==> config.mk <==
export PLATFORM = sky130hd
export DESIGN_NAME = cic_comb_decimator
export DESIGN_NICKNAME = d
export VERILOG_FILES = /design/src/rtl/cic_comb_decimator_pkg.sv /design/src/rtl/cic_comb_decimator_comb_stage.sv /design/src/rtl/cic_comb_decimator.sv
export SDC_FILE = /design/constraint.sdc
export NUM_CORES = 1
export LEC_CHECK = 0
export ABC_AREA = 0
export BUFFER_PORTS_ARGS = -buffer_cell sky130_fd_sc_hd__buf_4
export CAP_MARGIN = 10
export CORE_ASPECT_RATIO = 1.5
export CORE_MARGIN = 2
export CORE_UTILIZATION = 60
export DETAILED_ROUTE_END_ITERATION = 12
export GPL_ROUTABILITY_DRIVEN = 0
export PLACE_DENSITY = 0.79
export SYNTH_ARGS = -nofsm -noshare
export SYNTH_HDL_FRONTEND = slang
export SYNTH_SLANG_ARGS = --single-unit
==> constraint.sdc <==
create_clock -name clk -period 2.05 [get_ports clk]
set_input_delay 0.205 -clock clk [delete_from_list [all_inputs] [get_ports clk]]
set_output_delay 0.205 -clock clk [all_outputs]
set_load 0.01 [all_outputs]
==> src/rtl/cic_comb_decimator_pkg.sv <==
// Shared CIC constants and counter-width helpers, common to the integrator and comb halves
// so widths and stage counts stay consistent across the chain.
package cic_defs;

    localparam int CIC_BITS = 10;
    localparam int CIC_R    = 8;
    localparam int CIC_N    = 3;
    localparam int CIC_M    = 1;

    // A ratio of 1 still needs a one-bit counter so the keep logic stays uniform.
    function automatic int dec_cnt_w(input int r);
        return (r > 1) ? $clog2(r) : 1;
    endfunction

    function automatic int out_cnt_w(input int nm);
        return $clog2(nm + 1);
    endfunction

    localparam int DEC_CNT_W = dec_cnt_w(CIC_R);
    localparam int OUT_CNT_W = out_cnt_w(CIC_N * CIC_M);

endpackage

==> src/rtl/cic_comb_decimator_comb_stage.sv <==
// One CIC comb (differentiator) stage: y = x - x[n-M], modulo 2^BITS, registered output.
module cic_comb_stage #(
    parameter int BITS = 10,
    parameter int M    = 1
) (
    input  logic            clk,
    input  logic            rst_n,
    input  logic [BITS-1:0] in,
    input  logic            in_valid,
    output logic [BITS-1:0] out,
    output logic            out_valid
);

    logic signed [BITS-1:0] taps [M];
    logic signed [BITS-1:0] diff;

    // Result kept at BITS wide: the borrow is dropped so integrator wrap cancels exactly.
    function automatic logic signed [BITS-1:0] wrap_sub(
        input logic signed [BITS-1:0] a,
        input logic signed [BITS-1:0] b
    );
        return a - b;
    endfunction

    assign diff = wrap_sub(signed'(in), taps[M-1]);

    always_ff @(posedge clk or negedge rst_n) begin
        if (!rst_n) begin
            for (int i = 0; i < M; i++) taps[i] <= '0;
            out       <= '0;
            out_valid <= 1'b0;
        end else begin
            out_valid <= in_valid;
            if (in_valid) begin
                taps[0] <= signed'(in);
                for (int i = 1; i < M; i++) taps[i] <= taps[i-1];
                out <= unsigned'(diff);
            end
        end
    end

endmodule

==> src/rtl/cic_comb_decimator.sv <==
// CIC decimator back end: keeps every R-th valid integrator sample and runs it through
// N pipelined comb stages; ready strobes each new output, primed marks the flushed transient.
module cic_comb_decimator
    import cic_defs::*;
#(
    parameter int BITS = CIC_BITS,
    parameter int R    = CIC_R,
    parameter int N    = CIC_N,
    parameter int M    = CIC_M
) (
    input  logic            clk,
    input  logic            rst_n,
    input  logic [BITS-1:0] stream_in,
    input  logic            valid,
    output logic [BITS-1:0] stream_out,
    output logic            ready,
    output logic            primed
);

    localparam int            CW        = dec_cnt_w(R);
    localparam int            PW        = out_cnt_w(N * M);
    localparam logic [CW-1:0] CNT_LAST  = CW'(R - 1);
    localparam logic [PW-1:0] PRIME_CNT = PW'(N * M);

    logic [CW-1:0]          dec_cnt;
    logic                   keep;
    logic signed [BITS-1:0] data_p0;
    logic                   vld_p0;
    logic [BITS-1:0]        chain_data [N+1];
    logic [N:0]             chain_vld;
    logic [PW-1:0]          out_cnt;

    // Decimation: the counter only moves on valid cycles, so gaps are transparent.
    assign keep = valid && (dec_cnt == '0);

    always_ff @(posedge clk or negedge rst_n) begin
        if (!rst_n) begin
            dec_cnt <= '0;
        end else if (valid) begin
            dec_cnt <= (dec_cnt == CNT_LAST) ? '0 : dec_cnt + CW'(1);
        end
    end

    // Stage 0: register the kept sample.
    always_ff @(posedge clk or negedge rst_n) begin
        if (!rst_n) begin
            data_p0 <= '0;
            vld_p0  <= 1'b0;
        end else begin
            vld_p0 <= keep;
            if (keep) data_p0 <= signed'(stream_in);
        end
    end

    assign chain_data[0] = unsigned'(data_p0);
    assign chain_vld[0]  = vld_p0;

    // Stages 1..N: comb chain; each stage adds one cycle of latency.
    for (genvar k = 0; k < N; k++) begin : g_comb
        cic_comb_stage #(
            .BITS (BITS),
            .M    (M)
        ) u_stage (
            .clk       (clk),
            .rst_n     (rst_n),
            .in        (chain_data[k]),
            .in_valid  (chain_vld[k]),
            .out       (chain_data[k+1]),
            .out_valid (chain_vld[k+1])
        );
    end

    assign stream_out = chain_data[N];
    assign ready      = chain_vld[N];

    // Counting on the last stage's input valid lets primed rise together with that ready.
    always_ff @(posedge clk or negedge rst_n) begin
        if (!rst_n) begin
            out_cnt <= '0;
        end else if (chain_vld[N-1] && (out_cnt != PRIME_CNT)) begin
            out_cnt <= out_cnt + PW'(1);
        end
    end

    assign primed = (out_cnt == PRIME_CNT);

endmodule

==> results.yml <==
sta:
  fin_crit_sh_pct: 94.4
  max_freq_mhz: 517
  drv_slew: 0
  min_period_ps: 1930
  setup_viol: 0
  slew_headroom_pct: 61.2
  finalHoldViolCount: 0
  setup_slack_ps: 115
  skew_ps: 9.96
  tightest_slew_ps: 583
critical_path:
  rrSetupSlack_ps: 120
  worstSetupPathType: "reg2reg"
  worst_setup_path_end_kind: "register"
  crit_fanout: 3
  start_kind: "register"
  worstPathArrival_ps: 2190
  worstReg2RegEnd: "g_comb[2].u_stage.out[8]$_DFFE_PN0P_"
  slowest_stage: "fa_1"
  cpPeakStageDelay_ps: 410
  ff2ff_path_depth: 8
  critPathMostFrequentCell: "inv_1"
  reg2reg_from: "g_comb[1].u_stage.out[0]$_DFFE_PN0P_"
  path_cells: "inv_1 > ha_1 > inv_1 > fa_1 > a211o_2 > a21oi_2 > o211ai_1 > o311ai_0"
  cp.required_ps: 2300
power:
  powerDensity_mw_per_mm2: 1840
  pwr-share-clk_pct: 11.1
  power_switching_mw: 4.16
  power_mw: 9.13
  power.internal_mw: 4.96
  combPwrFrac_pct: 59.2
  switching_share_pct: 45.6
  vdd_drop_max_mv: 0.979
  p_leak_nw: 2.25
  seq_power_share_pct: 29.7
placement:
  io_buffers: 24
  dp_slack_ps: 24.6
  place_hpwl_um: 6540
clock_network:
  cts_root_buf: "clkbuf_8"
  clk_path_buf_depth: 2
  cts_setup_buffers: 0
  htreeDepth: 3
  clock_sinks: 79
  clk_pin_slew_ps: 80
  cts_buffers: 9
  clk-insertion-delay-late_ps: 360
  tritoncts: "built"
synthesis:
  synthFlopType: "dfrtp_1"
  ys_ff_latch: 79
  yosysUniqueCellTypes: 44
  yosysWarnings: 0
  seq_area_frac_synth_pct: 43.7
  async_reset_ff_share_pct: 100
  syn_area_mm2: 0.00453
  avgSynthCellArea_um2: 9.47
  synthesis.nets: 525
  synth_edf_count: 0
  synthCells: 478
routing:
  wl_per_cell_um: 15.0
  drt-initial-drc-count: 180
  wl_um: 9000
  first_pass_iters: 4
  ant_nets: 0
  vias_per_cell: 5.69
  drc_errors: 0
  vias: 3412
die:
  num_rows: 38
  dieArea_mm2: 0.00827
  design.core.area_mm2: 0.00727
  die_x_um: 74.9
  num_io_pins: 25
  start_util_pct: 62.2
  die_y_um: 110
final_layout:
  n_antenna_cell: 0
  final_common_cell: "nand2_1"
  drive_gt1_share_pct: 15.0
  nets: 543
  mostFrequentLayoutCells: "81 x nand2_1, 79 x dfrtp_1, 54 x inv_1, 31 x ha_1, 30 x o21ai_0"
  syn_to_final_growth_pct: 9.59
flow_run:
  cap_violations: 0
hold_path:
  worstHoldPathType: "in2reg"
  hp-start: "stream_in[4]"
  worst_hold_path.endpoint: "data_p0[4]$_DFFE_PN0P_"
  holdPathStages: 3
global_route:
  grt_max_degree: 44
  grt_pass1_vias: 3580
  grt_pass1_wl_um: 15600
  grt_overflow: 0
  grt_antenna_before_repair: 0
  gr-usage-all-layers_pct: 24.6
run_status:
  status: "finished clean"
==> cell usage after synthesis (4+ instances only) <==
master	count	area share [%]
o2bb2ai_1	6	1.2
o2111ai_1	6	1.2
dfrtp_1	79	44
a2111o_1	6	1.5
inv_1	54	4.5
a21o_1	4	0.66
a211o_1	5	0.97
ha_1	31	8.6
o211ai_1	6	0.99
nor2_1	14	1.2
buf_4	10	1.7
nor3b_1	6	0.99
clkbuf_1	10	0.83
a21oi_1	29	3.2
nand2b_1	7	0.97
xnor2_1	6	1.2
buf_2	4	0.44
a211oi_1	4	0.66
nand2_1	81	6.7
nand4_1	6	0.83
o21ai_0	30	3.3
o21a_1	12	2.0
mux2_2	12	3.0
==> metrics by stage <==
stage / setup TNS (ps) / hold slack (ps) / cells / instance area [um2] / util, %
5_1_grt: -39.6 / 30.3 / 600 / 4960 / 68.2
4_1_cts: 0 / 27.2 / 600 / 4940 / 67.9
6_report: 0 / 24.7 / 600 / 4960 / 68.2
3_5_place_dp: 0 / 240 / 584 / 4760 / 65.4
2_1_floorplan: 0 / -90.6 / 478 / 4530 / -
3_3_place_gp: 0 / 235 / 584 / 4760 / 65.4
==> power by group through the flow <==
stage	logic, mW	clock network (mW)	registers [mW]
3_3_place_gp	4.99	0	2.71
5_1_grt	6.03	1.10	2.81
4_1_cts	5.25	1.03	2.72
3_5_place_dp	5.17	0	2.74
2_1_floorplan	4.12	0	2.61
6_report	5.40	1.01	2.71
==> area by class of cell <==
type | instances | area [um2]
Fill cell | 601 | 2310
Timing Repair Buffer | 31 | 248
Clock buffer | 12 | 145
Sequential cell | 79 | 1980
Inverter | 54 | 203
Clock inverter | 3 | 20.0
Multi-Input combinational cell | 321 | 2240
Tap cell | 100 | 125
==> state kept, by name, summed over array words and instances (netlist names) <==
signal	count
dec_cnt	3
data_p0	10
g_comb.u_stage.out_valid	3
out_cnt	2
g_comb.u_stage.out	30
vld_p0	1
g_comb.u_stage.taps	30
==> routing by layer <==
metal | part of all wire, % | global-route usage, %
met1 | 39 | 25.9
met2 | 55 | 45.8
met3 | 2.9 | 4.09
met4 | 3.0 | 12.0
met5 | 0 | 0
==> critical path, delay by kind of cell, from the launching register on <==
family                     cells  cell delay (ps)
AOI/OAI and AO/OA              4              770
adders and majority gates      2              550
DFF                            1              390
buffers and inverters          2              110
==> timing repair <==
item / 4_1_cts / 5_1_grt
resized for setup: 1 / 7
hold buffers: 1 / 0
hold endpoints to repair: 42 / 0
pin swaps: 0 / 3
endpoints found under the setup margin: 1 / 8
==> logic make-up after synthesis <==
logic type,synth area share (%)
buf+inv,7.41
xor+xnor,1.74
mux,2.99
compound gates,21.2
flops,43.7
simple gates,13.1
fa+ha+maj,9.89
==> how the worst max path moves through the flow <==
| stage | startpoint | to | depth (start not counted) |
|---|---|---|---|
| finish | g_comb[1].u_stage.out[0]$_DFFE_PN0P_ | g_comb[2].u_stage.out[8]$_DFFE_PN0P_ | 8 |
| global route | g_comb[1].u_stage.out[0]$_DFFE_PN0P_ | g_comb[2].u_stage.out[8]$_DFFE_PN0P_ | 8 |
| CTS | data_p0[0]$_DFFE_PN0P_ | g_comb[0].u_stage.out[8]$_DFFE_PN0P_ | 8 |
| detailed placement | data_p0[0]$_DFFE_PN0P_ | g_comb[0].u_stage.out[8]$_DFFE_PN0P_ | 8 |
| global placement | g_comb[0].u_stage.out[0]$_DFFE_PN0P_ | g_comb[1].u_stage.out[8]$_DFFE_PN0P_ | 8 |
| floorplan | g_comb[0].u_stage.out[0]$_DFFE_PN0P_ | g_comb[1].u_stage.out[4]$_DFFE_PN0P_ | 8 |
Power figures use the tool's default switching activity.
